[src/rtl/raster_split_scheduler_if.sv]
// Bundle between CPU decode / PPU scanline counter and the raster split scheduler.
// Carries register writes, frame/line events in; CHR bank, IRQ, index, busy out.
interface raster_split_scheduler_if #(
  parameter int BANK_W = 5,
  parameter int LINE_W = 8,
  parameter int IDX_W  = 2
);
  logic              reg_we;
  logic [3:0]        reg_addr;
  logic [7:0]        reg_wdata;
  logic              frame_start;
  logic              line_tick;
  logic [LINE_W-1:0] line;
  logic [BANK_W-1:0] chr_bank;
  logic              irq;
  logic [IDX_W-1:0]  active_idx;
  logic              busy;

  modport master (
    output reg_we, reg_addr, reg_wdata,
    output frame_start, line_tick, line,
    input  chr_bank, irq, active_idx, busy
  );

  modport slave (
    input  reg_we, reg_addr, reg_wdata,
    input  frame_start, line_tick, line,
    output chr_bank, irq, active_idx, busy
  );
endinterface

[src/rtl/raster_split_scheduler.sv]
// Per-frame CHR bank sequencer and raster IRQ scheduler.
// Ports: m2 clock, reset (sync, high), bus = slave side of raster_split_scheduler_if.
module raster_split_scheduler #(
  parameter  int ENTRIES = 4,
  parameter  int BANK_W  = 5,
  parameter  int LINE_W  = 8,
  localparam int IDX_W   = $clog2(ENTRIES)
) (
  input logic                     m2,
  input logic                     reset,
  raster_split_scheduler_if.slave bus
);

  typedef enum logic [1:0] {
    IDLE,
    WAIT,
    ARMED,
    DONE
  } state_t;

  logic [LINE_W-1:0] line_tab [ENTRIES];
  logic [BANK_W-1:0] bank_tab [ENTRIES];
  logic              irq_tab  [ENTRIES];
  logic              enable;
  logic [2:0]        cnt_m1;
  logic [BANK_W-1:0] base;

  state_t            state, state_nxt;
  logic [IDX_W-1:0]  idx, idx_nxt;
  logic [BANK_W-1:0] cur, cur_nxt;
  logic              irq_q, irq_nxt;

  logic [IDX_W-1:0]  wsel;
  logic              wr_line, wr_bank;
  logic              wr_ctrl, wr_base, wr_ack;
  logic [3:0]        cnt_raw, count, idx_ext;
  logic              hit;

  assign wsel    = bus.reg_addr[IDX_W-1:0];
  assign wr_ctrl = bus.reg_we && (bus.reg_addr == 4'hC);
  assign wr_base = bus.reg_we && (bus.reg_addr == 4'hD);
  assign wr_ack  = bus.reg_we && (bus.reg_addr == 4'hE);
  assign wr_line = bus.reg_we && !bus.reg_addr[3]
                && (int'(bus.reg_addr[2:0]) < ENTRIES);
  // 0xC..0xF are reserved for control even when the table is 8 deep
  assign wr_bank = bus.reg_we && bus.reg_addr[3]
                && (bus.reg_addr[3:2] != 2'b11)
                && (int'(bus.reg_addr[2:0]) < ENTRIES);

  assign cnt_raw = {1'b0, cnt_m1} + 4'd1;
  assign count   = (cnt_raw > 4'(ENTRIES)) ? 4'(ENTRIES) : cnt_raw;
  assign idx_ext = 4'(idx);

  // frame_start suppresses a coincident tick; idx beyond count never fires
  assign hit = (state == ARMED) && bus.line_tick && !bus.frame_start
            && (idx_ext < count) && (bus.line == line_tab[idx]);

  always_ff @(posedge m2) begin
    if (reset) begin
      for (int i = 0; i < ENTRIES; i++) begin
        line_tab[i] <= '0;
        bank_tab[i] <= '0;
        irq_tab[i]  <= 1'b0;
      end
      enable <= 1'b0;
      cnt_m1 <= '0;
      base   <= '0;
    end else begin
      if (wr_line) line_tab[wsel] <= LINE_W'(bus.reg_wdata);
      if (wr_bank) begin
        bank_tab[wsel] <= BANK_W'(bus.reg_wdata);
        irq_tab[wsel]  <= bus.reg_wdata[7];
      end
      if (wr_ctrl) begin
        enable <= bus.reg_wdata[0];
        cnt_m1 <= bus.reg_wdata[3:1];
      end
      if (wr_base) base <= BANK_W'(bus.reg_wdata);
    end
  end

  always_ff @(posedge m2) begin
    if (reset) begin
      state <= IDLE;
      idx   <= '0;
      cur   <= '0;
      irq_q <= 1'b0;
    end else begin
      state <= state_nxt;
      idx   <= idx_nxt;
      cur   <= cur_nxt;
      irq_q <= irq_nxt;
    end
  end

  always_comb begin
    state_nxt = state;
    idx_nxt   = idx;
    cur_nxt   = cur;
    irq_nxt   = irq_q;

    // set beats ack
    if (wr_ack) irq_nxt = 1'b0;
    if (hit && irq_tab[idx]) irq_nxt = 1'b1;

    case (state)
      ARMED: begin
        if (hit) begin
          cur_nxt = bank_tab[idx];
          if (idx_ext + 4'd1 == count) state_nxt = DONE;
          else idx_nxt = idx + 1'b1;
        end else if (idx_ext >= count) begin
          state_nxt = DONE;
        end
      end
      default: ;
    endcase

    if (enable && bus.frame_start) begin
      state_nxt = ARMED;
      idx_nxt   = '0;
      cur_nxt   = base;
    end

    if (wr_ctrl) begin
      if (!bus.reg_wdata[0]) begin
        state_nxt = IDLE;
        idx_nxt   = '0;
      end else if (!enable) begin
        state_nxt = WAIT;
        cur_nxt   = base;
      end
    end
  end

  assign bus.chr_bank   = (state == IDLE) ? base : cur;
  assign bus.irq        = irq_q;
  assign bus.active_idx = idx;
  assign bus.busy       = (state == ARMED);

endmodule

[src/flat_wrapper.sv]
// flat-port wrapper written by rule: the top's interface ports become plain ports
module raster_split_scheduler_flat 
#(
  parameter  int ENTRIES = 4,
  parameter  int BANK_W  = 5,
  parameter  int LINE_W  = 8,
  localparam int IDX_W   = $clog2(ENTRIES)
)
  (m2, reset, bus_reg_we, bus_reg_addr, bus_reg_wdata, bus_frame_start, bus_line_tick, bus_line, bus_chr_bank, bus_irq, bus_active_idx, bus_busy);
  raster_split_scheduler_if #(.BANK_W(BANK_W), .LINE_W(LINE_W), .IDX_W((2))) bus_i ();
  input logic m2;
  input logic reset;
  input wire logic [$bits(bus_i.reg_we)-1:0] bus_reg_we;
  input wire logic [$bits(bus_i.reg_addr)-1:0] bus_reg_addr;
  input wire logic [$bits(bus_i.reg_wdata)-1:0] bus_reg_wdata;
  input wire logic [$bits(bus_i.frame_start)-1:0] bus_frame_start;
  input wire logic [$bits(bus_i.line_tick)-1:0] bus_line_tick;
  input wire logic [$bits(bus_i.line)-1:0] bus_line;
  output wire logic [$bits(bus_i.chr_bank)-1:0] bus_chr_bank;
  output wire logic [$bits(bus_i.irq)-1:0] bus_irq;
  output wire logic [$bits(bus_i.active_idx)-1:0] bus_active_idx;
  output wire logic [$bits(bus_i.busy)-1:0] bus_busy;
  assign bus_i.reg_we = bus_reg_we;
  assign bus_i.reg_addr = bus_reg_addr;
  assign bus_i.reg_wdata = bus_reg_wdata;
  assign bus_i.frame_start = bus_frame_start;
  assign bus_i.line_tick = bus_line_tick;
  assign bus_i.line = bus_line;
  assign bus_chr_bank = bus_i.chr_bank;
  assign bus_irq = bus_i.irq;
  assign bus_active_idx = bus_i.active_idx;
  assign bus_busy = bus_i.busy;
  raster_split_scheduler #(.ENTRIES(ENTRIES), .BANK_W(BANK_W), .LINE_W(LINE_W)) u_core (.m2(m2), .reset(reset), .bus(bus_i));
endmodule
[config.mk]
export PLATFORM = sky130hd
export DESIGN_NAME = raster_split_scheduler_flat
export DESIGN_NICKNAME = d
export VERILOG_FILES = /design/src/rtl/raster_split_scheduler_if.sv /design/src/rtl/raster_split_scheduler.sv /design/src/flat_wrapper.sv
export SDC_FILE = /design/constraint.sdc
export NUM_CORES = 1
export LEC_CHECK = 0
export CORE_MARGIN = 4
export CORE_UTILIZATION = 55
export DETAILED_ROUTE_END_ITERATION = 8
export HOLD_SLACK_MARGIN = 0.15
export PLACE_DENSITY_LB_ADDON = 0.08
export SYNTH_ARGS = -nofsm -noshare
export SYNTH_HDL_FRONTEND = slang
export SYNTH_SLANG_ARGS = --single-unit
[constraint.sdc]
create_clock -name m2 -period 7.65 [get_ports m2]
set_input_delay 1.1475 -clock m2 [delete_from_list [all_inputs] [get_ports m2]]
set_output_delay 1.1475 -clock m2 [all_outputs]
set_load 0.1 [all_outputs]
==> out/qor.yml <==
status: "finished clean"
root_buffer: "clkbuf_8"
drive_above_1_share_pct: 10.3
fmax_mhz: 260
h-tree-depth: 3
wl_per_cell_um: 17.7
clk_pin_slew_ns: 0.08
vias_per_cell: 5.85
dpl.hpwl_um: 5720
ys_seq_elements: 75
worst_r2r_endpoint: "u_core.state[0]"
cp_top_family: "buffers and inverters"
area_growth_pct: 15.2
synthCells: 335
path_cells: "clkdlybuf4s50_1"
hold_viol: 0
dieArea_um2: 8280
first_pass_iters: 4
final.setup.tns_ns: 0
r2r-start: "u_core.bus.active_idx[0]"
seq_area_frac_synth_pct: 54.4
post-route-period-util_pct: 50.2
ys_top_cells_by_count: "56 x edfxtp_1, 36 x nor2_1, 35 x and2_1"
clkPwrFrac_pct: 37.7
synth.most_common_cell: "edfxtp_1"
synth_area_per_cell_um2: 11.3
p_int_uw: 669
antenna_found_initial: 0
maxCapViolCount: 0
drt_iter0_markers: 168
crit_buf_inv: 1
synth_nets: 365
register_area_um2: 2060
cts_resized: 0
yosysTopAreaCellShare_pct: 44.4
numPortBuffers: 33
dp.cells: 431
fin_cells: 447
drcViolationCount: 0
total_power_uw: 856
cpMaxStageDelayCell: "clkdlybuf4s50_1"
grt_pass1_vias: 2597
insertion_delay_ns: 0.34
power.share.switching_pct: 21.9
critPathLaunchType: "flip-flop"
cpPeakStageDelay_ns: 1.30
hp-start: "u_core.enable"
yosys_most_used_dff: "edfxtp_1"
period_minus_slack_ns: 3.84
gp_congestion: 0.820
holdPathStages: 2
async_flop_share_pct: 0
rr_worst_depth: 6
track_usage_pct: 20.4
routed_wl_um: 7930
clockBufferDepth: 2
grt_max_degree: 30
p_sw_uw: 187
cts_hold_buf: 0
postCtsSetupBuffers: 0
antenna_cells: 0
n_fill_cell: 505
io_pins: 34
tightest_slew_ns: 1.11
hold_end: "u_core.enable"
synth_edf_count: 56
grt_pass1_wl_um: 13200
clock_sinks: 75
yosys.area.top_type: "edfxtp_1"
peakVddDrop_mv: 0.102
synth.distinct_cells: 40
hold_path_class: "flip-flop to flip-flop"
yosys_warnings: 0
syn_area_um2: 3790
overflow: 0
crit_path_end_kind: "primary output"
chipHeight_um: 91.0
initial_utilization_pct: 58.0
rsz0062_at_grt: "no"
cts_tree: "yes"
layout.nets: 395
powerDensity_nw_per_um2: 196
path_class: "flip-flop to primary output"
synth_area_leaders: "edfxtp_1 44%, dfxtp_1 10%, and2_1 5.8%"
core-area_um2: 6530
worstPathRequired_ns: 6.50
ant_nets: 0
vias: 2613
drv_slew: 0
pwr-share-seq_pct: 54.3
pwr-share-comb_pct: 8.1
die-width_um: 91.0
worst-r2r-setup-slack_ns: 4.37
slew_headroom_pct: 25.9
multi_input_area_um2: 1610
cts_buffers: 9
fin_worst_skew_ns: 0.00529
arrival_ns: 2.70
setup_violations: 0
p_leak_uw: 0.00157
crit_fanout: 20
num_rows: 29
[per-layer routing]
layer	global-route usage, %	routed length [µm]	part of all wire (%)	vias to the layer above
met4	7.66	146	1.8	0
met1	29.2	3650	46	1249
met5	0	0	0	-
met3	4.30	471	5.9	11
met2	30.8	3670	46	76
li1	-	-	-	1277
[state kept, by name (all words and copies together), names as in the netlist]
signal	count
u_core.base	5
u_core.bus.irq	1
u_core.enable	1
u_core.bank_tab	20
u_core.cnt_m1	3
u_core.line_tab	32
u_core.irq_tab	4
u_core.cur	5
u_core.state	2
u_core.bus.active_idx	2
[power by group through the flow]
stage                     clock network [µW]  registers, µW  logic, µW
after floorplan                            0            470       41.0
after global placement                     0            473       67.7
after detailed placement                   0            474       69.3
after CTS                                326            465       69.6
after global routing                     348            467       75.1
final                                    322            465       69.1
[final cells by class]
type | instances | share of cell area, %
tap | 77 | 2.21
clock buffer | 10 | 2.92
sequential | 75 | 47.2
inverter | 10 | 0.860
timing repair buffer | 36 | 8.08
clock inverter | 6 | 1.83
multi-input combinational | 233 | 36.9
[stage by stage]
stage                     hold WS [ns]  worst slack [ns]  instance area, µm²  utilization, %
final                            0.512              3.81                4370            66.9
after global routing             0.549              3.68                4370            66.9
after CTS                        0.510              3.74                4370            66.9
after detailed placement         0.497              3.99                4160            63.7
after global placement           0.489              4.09                4160            63.7
after floorplan                  0.474              4.39                3790               -
[cells by family (layout without fill, tap and decap cells)]
family                     Yosys count  after routing  share of synthesized area, %
adders and majority gates            5              5                          1.65
xor gates and xnor gates            13             13                          3.00
buffers and inverters               27             62                          3.10
AOI/OAI and AO/OA                   46             46                          7.82
and+or+nand+nor                    148            148                          19.9
muxes                               21             21                          10.1
DFF                                 75             75                          54.4
[worst max-delay path by stage]
stage | from | end | slack (ns) | depth (start not counted)
after floorplan | u_core.state[1] | u_core.state[0] | 4.39 | 5
after global placement | bus_reg_addr[3] | u_core.state[0] | 4.09 | 7
after detailed placement | bus_reg_addr[3] | u_core.state[0] | 3.99 | 7
after CTS | u_core.bus.active_idx[0] | bus_active_idx[0] | 3.74 | 1
after global routing | u_core.bus.active_idx[0] | bus_active_idx[0] | 3.68 | 1
final | u_core.bus.active_idx[0] | bus_active_idx[0] | 3.81 | 1
[placed cells by master, fill, tap and decap left out, drive strengths merged, types with 2 or more instances in the layout]
cell type,count
a21oi,13
a311oi,5
a31oi,5
and2,35
and3,5
buf,3
bufinv,2
clkbuf,10
clkdlybuf4s50,33
clkinv,3
dfxtp,19
edfxtp,56
ha,5
inv,10
mux2,5
mux2i,4
mux4,12
nand2,34
nand2b,3
nand3,9
nand4b,5
nor2,36
nor2b,3
nor3,6
o2111ai,2
o21ai,12
o311ai,2
or2,7
or3,2
or4,2
xnor2,10
xor2,3
(Power assumes the default switching activity.)
